**config.mk**
```make
export PLATFORM = sky130hd
export DESIGN_NAME = prbs_ctrl_flat
export DESIGN_NICKNAME = d
export VERILOG_FILES = /design/src/rtl/prbs_ctrl_if.sv /design/src/rtl/prbs_ctrl.sv /design/src/flat_wrapper.sv
export SDC_FILE = /design/constraint.sdc
export NUM_CORES = 1
export LEC_CHECK = 0
export BUFFER_PORTS_ARGS = -buffer_cell sky130_fd_sc_hd__buf_2
export CORE_MARGIN = 1.5
export CORE_UTILIZATION = 60
export DETAILED_ROUTE_END_ITERATION = 10
export PLACE_DENSITY = 0.87
export SETUP_SLACK_MARGIN = 0.15
export SYNTH_ARGS = -nofsm -noshare
export SYNTH_HDL_FRONTEND = slang
export SYNTH_SLANG_ARGS = --single-unit
```
**constraint.sdc**
```tcl
create_clock -name clk -period 5 [get_ports clk]
set_input_delay 0.25 -clock clk [delete_from_list [all_inputs] [get_ports clk]]
set_output_delay 0.25 -clock clk [all_outputs]
set_load 0.005 [all_outputs]
```
**src/rtl/prbs_ctrl_if.sv**
```systemverilog
// prbs_ctrl_if: control/status bundle for the PRBS burst generator.
//   start, stop      burst request / abort (driven by master)
//   div              step period minus one, in clk cycles
//   seed             LFSR seed (zero selects the block's default seed)
//   burst_len        bits per burst, 0 = run until stop
//   prbs, prbs_valid emitted bit and its one-cycle qualifier
//   busy, done       activity level and completion pulse
//   lfsr_state       current LFSR contents
interface prbs_ctrl_if #(
   parameter int DIV_WIDTH = 4,
   parameter int LEN_WIDTH = 16
);
   logic                 start;
   logic                 stop;
   logic [DIV_WIDTH-1:0] div;
   logic [7:0]           seed;
   logic [LEN_WIDTH-1:0] burst_len;
   logic                 prbs;
   logic                 prbs_valid;
   logic                 busy;
   logic                 done;
   logic [7:0]           lfsr_state;

   modport master (
      output start, stop, div, seed, burst_len,
      input  prbs, prbs_valid, busy, done, lfsr_state
   );

   modport slave (
      input  start, stop, div, seed, burst_len,
      output prbs, prbs_valid, busy, done, lfsr_state
   );
endinterface

```
**src/rtl/prbs_ctrl.sv**
```systemverilog
// prbs_ctrl: burst PRBS generator built on an 8-bit Galois LFSR
// (x^8+x^4+x^3+x^2+1). One bit is emitted every div+1 clk cycles while
// running; a burst ends after burst_len bits or when stop is raised.
//   clk    single clock, all state on the rising edge
//   rst_n  asynchronous active-low reset
//   bus    prbs_ctrl_if.slave (start/stop/div/seed/burst_len in,
//          prbs/prbs_valid/busy/done/lfsr_state out)
//
// state  | meaning
// -------+-------------------------------------------------------------
// IDLE   | waiting for start; configuration captured on acceptance
// LOAD   | one cycle: seed the LFSR, clear tick and bit counters
// RUN    | tick counter runs 0..div; each tick emits one bit
// DONE   | one cycle after the last bit; done pulses as it leaves
module prbs_ctrl #(
   parameter int         DIV_WIDTH    = 4,
   parameter int         LEN_WIDTH    = 16,
   parameter logic [7:0] DEFAULT_SEED = 8'hFF
) (
   input logic        clk,
   input logic        rst_n,
   prbs_ctrl_if.slave bus
);

   typedef enum logic [1:0] {
      S_IDLE,
      S_LOAD,
      S_RUN,
      S_DONE
   } state_t;

   state_t               state;
   logic [DIV_WIDTH-1:0] div_l;
   logic [DIV_WIDTH-1:0] tick_cnt;
   logic [LEN_WIDTH-1:0] len_l;
   logic [LEN_WIDTH-1:0] bit_cnt;
   logic [LEN_WIDTH-1:0] bit_cnt_inc;
   logic [7:0]           seed_l;
   logic [7:0]           lfsr;
   logic                 prbs_q;
   logic                 valid_q;
   logic                 busy_q;
   logic                 done_q;
   logic                 tick;
   logic                 last_bit;

   function automatic logic [7:0] lfsr_next(input logic [7:0] o);
      logic [7:0] n;
      n[0] = o[7];
      n[1] = o[0];
      n[2] = o[1] ^ o[7];
      n[3] = o[2] ^ o[7];
      n[4] = o[3] ^ o[7];
      n[5] = o[4];
      n[6] = o[5];
      n[7] = o[6];
      return n;
   endfunction

   assign tick        = (tick_cnt == div_l);
   assign bit_cnt_inc = bit_cnt + LEN_WIDTH'(1);
   // burst_len of zero never terminates; the bit counter just wraps
   assign last_bit    = (len_l != '0) && (bit_cnt_inc == len_l);

   always_ff @(posedge clk or negedge rst_n) begin
      if (!rst_n) begin
         state    <= S_IDLE;
         div_l    <= '0;
         len_l    <= '0;
         seed_l   <= '0;
         tick_cnt <= '0;
         bit_cnt  <= '0;
         lfsr     <= DEFAULT_SEED;
         prbs_q   <= 1'b0;
         valid_q  <= 1'b0;
         busy_q   <= 1'b0;
         done_q   <= 1'b0;
      end else begin
         valid_q <= 1'b0;
         done_q  <= 1'b0;
         case (state)
            S_IDLE: begin
               if (bus.start && !bus.stop) begin
                  div_l  <= bus.div;
                  len_l  <= bus.burst_len;
                  seed_l <= bus.seed;
                  busy_q <= 1'b1;
                  state  <= S_LOAD;
               end
            end
            S_LOAD: begin
               if (bus.stop) begin
                  busy_q <= 1'b0;
                  state  <= S_IDLE;
               end else begin
                  // an all-zero seed would lock the LFSR at zero
                  lfsr     <= (seed_l == 8'h00) ? DEFAULT_SEED : seed_l;
                  tick_cnt <= '0;
                  bit_cnt  <= '0;
                  state    <= S_RUN;
               end
            end
            S_RUN: begin
               // stop wins over a coincident tick: nothing is emitted
               if (bus.stop) begin
                  busy_q <= 1'b0;
                  state  <= S_IDLE;
               end else if (tick) begin
                  tick_cnt <= '0;
                  prbs_q   <= lfsr[7];
                  lfsr     <= lfsr_next(lfsr);
                  bit_cnt  <= bit_cnt_inc;
                  valid_q  <= 1'b1;
                  if (last_bit) begin
                     state <= S_DONE;
                  end
               end else begin
                  tick_cnt <= tick_cnt + DIV_WIDTH'(1);
               end
            end
            S_DONE: begin
               // done is registered out of DONE so it trails the last
               // prbs_valid by exactly one cycle
               done_q <= 1'b1;
               busy_q <= 1'b0;
               state  <= S_IDLE;
            end
            default: begin
               busy_q <= 1'b0;
               state  <= S_IDLE;
            end
         endcase
      end
   end

   assign bus.prbs       = prbs_q;
   assign bus.prbs_valid = valid_q;
   assign bus.busy       = busy_q;
   assign bus.done       = done_q;
   assign bus.lfsr_state = lfsr;

endmodule

```
**src/flat_wrapper.sv**
```systemverilog
// flat-port wrapper written by rule: the top's interface ports become plain ports
module prbs_ctrl_flat 
#(
   parameter int         DIV_WIDTH    = 4,
   parameter int         LEN_WIDTH    = 16,
   parameter logic [7:0] DEFAULT_SEED = 8'hFF
)
  (clk, rst_n, bus_start, bus_stop, bus_div, bus_seed, bus_burst_len, bus_prbs, bus_prbs_valid, bus_busy, bus_done, bus_lfsr_state);
  prbs_ctrl_if #(.DIV_WIDTH(DIV_WIDTH), .LEN_WIDTH(LEN_WIDTH)) bus_i ();
  input logic clk;
  input logic rst_n;
  input wire logic [$bits(bus_i.start)-1:0] bus_start;
  input wire logic [$bits(bus_i.stop)-1:0] bus_stop;
  input wire logic [$bits(bus_i.div)-1:0] bus_div;
  input wire logic [$bits(bus_i.seed)-1:0] bus_seed;
  input wire logic [$bits(bus_i.burst_len)-1:0] bus_burst_len;
  output wire logic [$bits(bus_i.prbs)-1:0] bus_prbs;
  output wire logic [$bits(bus_i.prbs_valid)-1:0] bus_prbs_valid;
  output wire logic [$bits(bus_i.busy)-1:0] bus_busy;
  output wire logic [$bits(bus_i.done)-1:0] bus_done;
  output wire logic [$bits(bus_i.lfsr_state)-1:0] bus_lfsr_state;
  assign bus_i.start = bus_start;
  assign bus_i.stop = bus_stop;
  assign bus_i.div = bus_div;
  assign bus_i.seed = bus_seed;
  assign bus_i.burst_len = bus_burst_len;
  assign bus_prbs = bus_i.prbs;
  assign bus_prbs_valid = bus_i.prbs_valid;
  assign bus_busy = bus_i.busy;
  assign bus_done = bus_i.done;
  assign bus_lfsr_state = bus_i.lfsr_state;
  prbs_ctrl #(.DIV_WIDTH(DIV_WIDTH), .LEN_WIDTH(LEN_WIDTH), .DEFAULT_SEED(DEFAULT_SEED)) u_core (.clk(clk), .rst_n(rst_n), .bus(bus_i));
endmodule
```
==> results.cfg <==
[timing]
hold_slack_ns = 0.0621
setup_viol = 0
max-slew-margin-rel_pct = 45.1
hold_violations = 0
rsz0062_at_grt = no
final_max_slew_viol_count = 0
fin_crit_sh_pct = 54.2
fin_skew_ns = 0.00722
setup_slack_ns = 2.29
tightest_slew_ns = 0.821
min_period_ns = 2.71
timing.fmax_ghz = 0.369
tns_ns = 0

[global_routing]
grt_max_degree = 63
grt_overflow_total = 0
grt_pass1_vias = 2594
grt_first_pass_wirelength_um = 12500
grt_antenna_before_repair = 0
track_usage_pct = 26.2

[worst_setup_path]
worst_ep_arrival_time_ns = 2.94
critPathLaunchType = flop
required_ns = 5.23
r2r_slack_ns = 2.29
critPathMaxFanout = 8
end_kind = flop
critPathKind = flop to flop

[cts]
postCtsHoldBufs = 0
cts-htree-levels = 3
numCtsBuffers = 9
clockBufferDepth = 2
cts_tree = yes
clk-insertion-delay-late_ns = 0.34
root_buffer = clkbuf_8
cts_post_setup_buffers_inserted = 0
cts.sinks = 62
cts.reportedPaths.clkPinSlew_ns = 0.07
cts_resized = 0

[layout]
fin_util_pct = 68.6
final_nets = 402
drive_gt1_share_pct = 28.5
area_delta_synth_final_pct = 9.81
layout.cells.non_filler = 441
diodes = 0

[drt]
drc = 0
num_vias = 2766
wl_um = 7440
dr.pass1.iters = 5
wire_per_inst_um = 16.9
drtIter0Drc = 246
viasPerCell = 6.27
drtAntennaViolNets = 0

[synthesis]
synth_ff_type = dfrtp_1
syn_nets = 369
synth_most_common_cell = dfrtp_1
ys_async_sr_fraction_pct = 100
yosysTopAreaCellShare_pct = 39.3
yosysSeqAreaShare_pct = 45.4
yosys.cell_types.count = 56
synthCells = 331
syn-mean-instance-area_um2 = 10.4
synth-seq-cells = 62
synth_edf_count = 0
yosysWarnings = 0
syn_area_mm2 = 0.00344
synth_area_leaders = dfrtp_1 (39%), mux2_2 (9.2%), dfstp_2 (6.1%)
yosys-top-cells-count = dfrtp_1 (54), o21ai_0 (32), mux2_2 (28)
yosys.area.top_type = dfrtp_1

[placed_design]
port_buffers = 43
routabilityCongestion = 0.961
dp_cells = 425
dpl_worst_slack_ns = 2.42
dp_hpwl_um = 5190

[floorplan]
rows = 27
die_w_um = 78.7
die_area_mm2 = 0.00620
pin_count = 44
die_h_um = 78.7
core_mm2 = 0.00551
initial_core_util_pct = 62.5

[flow_run]
drv_cap = 0

[outcome]
status = finished clean

[pwr]
p_leak_nw = 1.67
powerDensity_mw_per_mm2 = 500
peakVddDrop_v = 0.000356

[hold_path]
worstHoldPathType = input pin to async pin
## state kept, by name, summed over array words and instances (netlist names)
signal                 flops
u_core.seed_l              8
u_core.bus.busy            1
u_core.div_l               4
u_core.bus.prbs            1
u_core.bus.done            1
u_core.bus.prbs_valid      1
u_core.state               2
u_core.bus.lfsr_state      8
u_core.bit_cnt            16
u_core.tick_cnt            4
u_core.len_l              16
## worst paths after layout
kind	start	to	cells after the start
max in group asynchronous	rst_n	u_core.len_l[7]	2
max	u_core.bit_cnt[0]	u_core.state[1]	7
min in group clk	bus_seed[4]	u_core.seed_l[4]	2
min	rst_n	u_core.bus.busy	2
min reg2reg	u_core.bus.lfsr_state[6]	u_core.bus.lfsr_state[6]	2
max reg2reg	u_core.bit_cnt[0]	u_core.state[1]	7
## power by group
part | switching (mW) | leakage (nW) | internal (mW)
sequential | 0.179 | 0.773 | 0.696
clock | 0.210 | 0.0852 | 0.180
combinational | 0.300 | 0.811 | 0.324
## layout by cell type, fill, tap and decap left out, types with 3 or more instances in the layout
cell | synthesis | routed
a21oi_1 | 12 | 12
a31oi_1 | 5 | 5
and3_1 | 3 | 3
and4_1 | 3 | 3
buf_2 | 1 | 43
clkbuf_8 | 1 | 9
clkinv_4 | 0 | 3
dfrtp_1 | 54 | 54
dfstp_2 | 8 | 8
ha_1 | 6 | 6
inv_1 | 7 | 7
mux2_2 | 28 | 28
nand2_1 | 26 | 26
nand3_1 | 7 | 7
nand4_1 | 7 | 7
nor2_1 | 17 | 17
nor3_1 | 6 | 6
nor3b_1 | 3 | 3
nor4_1 | 3 | 3
o211ai_1 | 3 | 3
o21ai_0 | 32 | 32
o21bai_1 | 3 | 3
o22ai_1 | 8 | 8
o31ai_1 | 4 | 4
o41ai_1 | 3 | 3
xnor2_1 | 13 | 13
xor2_1 | 15 | 15
## final cells by class
cell class / count / area (um2)
sequential: 62 / 1560
timing repair buffer: 44 / 223
tap: 72 / 90.1
clock buffer: 9 / 124
clock inverter: 7 / 51.3
inverter: 8 / 30.0
multi-input combinational: 239 / 1700
fill: 394 / 1730
## per-layer routing
layer | vias to the layer above | track usage (%) | part of all wire, %
li1 | 1273 | - | -
met1 | 1343 | 35.3 | 42
met2 | 125 | 41.1 | 48
met3 | 25 | 5.86 | 7.4
met4 | 0 | 10.4 | 2.4
met5 | - | 0 | 0
## cells by family (layout without fill, tap and decap cells)
kind of cell	after synthesis	after routing	share of synthesized area [%]
XOR/XNOR	29	29	7.78
AO/OA/AOI/OAI	83	83	15.2
adder cells (fa/ha/maj)	6	6	2.18
multiplexers	31	31	10.1
flip-flops	62	62	45.4
buffers and inverters	30	68	5.23
AND/OR/NAND/NOR	90	90	14.1
## critical path: stages (launching register included)
cell and delay (ns):
dfrtp_1 0.48, ha_1 0.32, and3_1 0.35, xnor2_1 0.19, o211ai_1 0.18, a2111oi_2 0.43
nand4_1 0.27, mux2_1 0.38
## metrics by stage
stage / cell area [um2] / power, mW
final: 3780 / 1.89
after global routing: 3780 / 2.01
after CTS: 3780 / 1.89
after detailed placement: 3600 / 1.50
after global placement: 3600 / 1.46
after floorplan: 3440 / 1.31
Power figures use the tool's default switching activity.
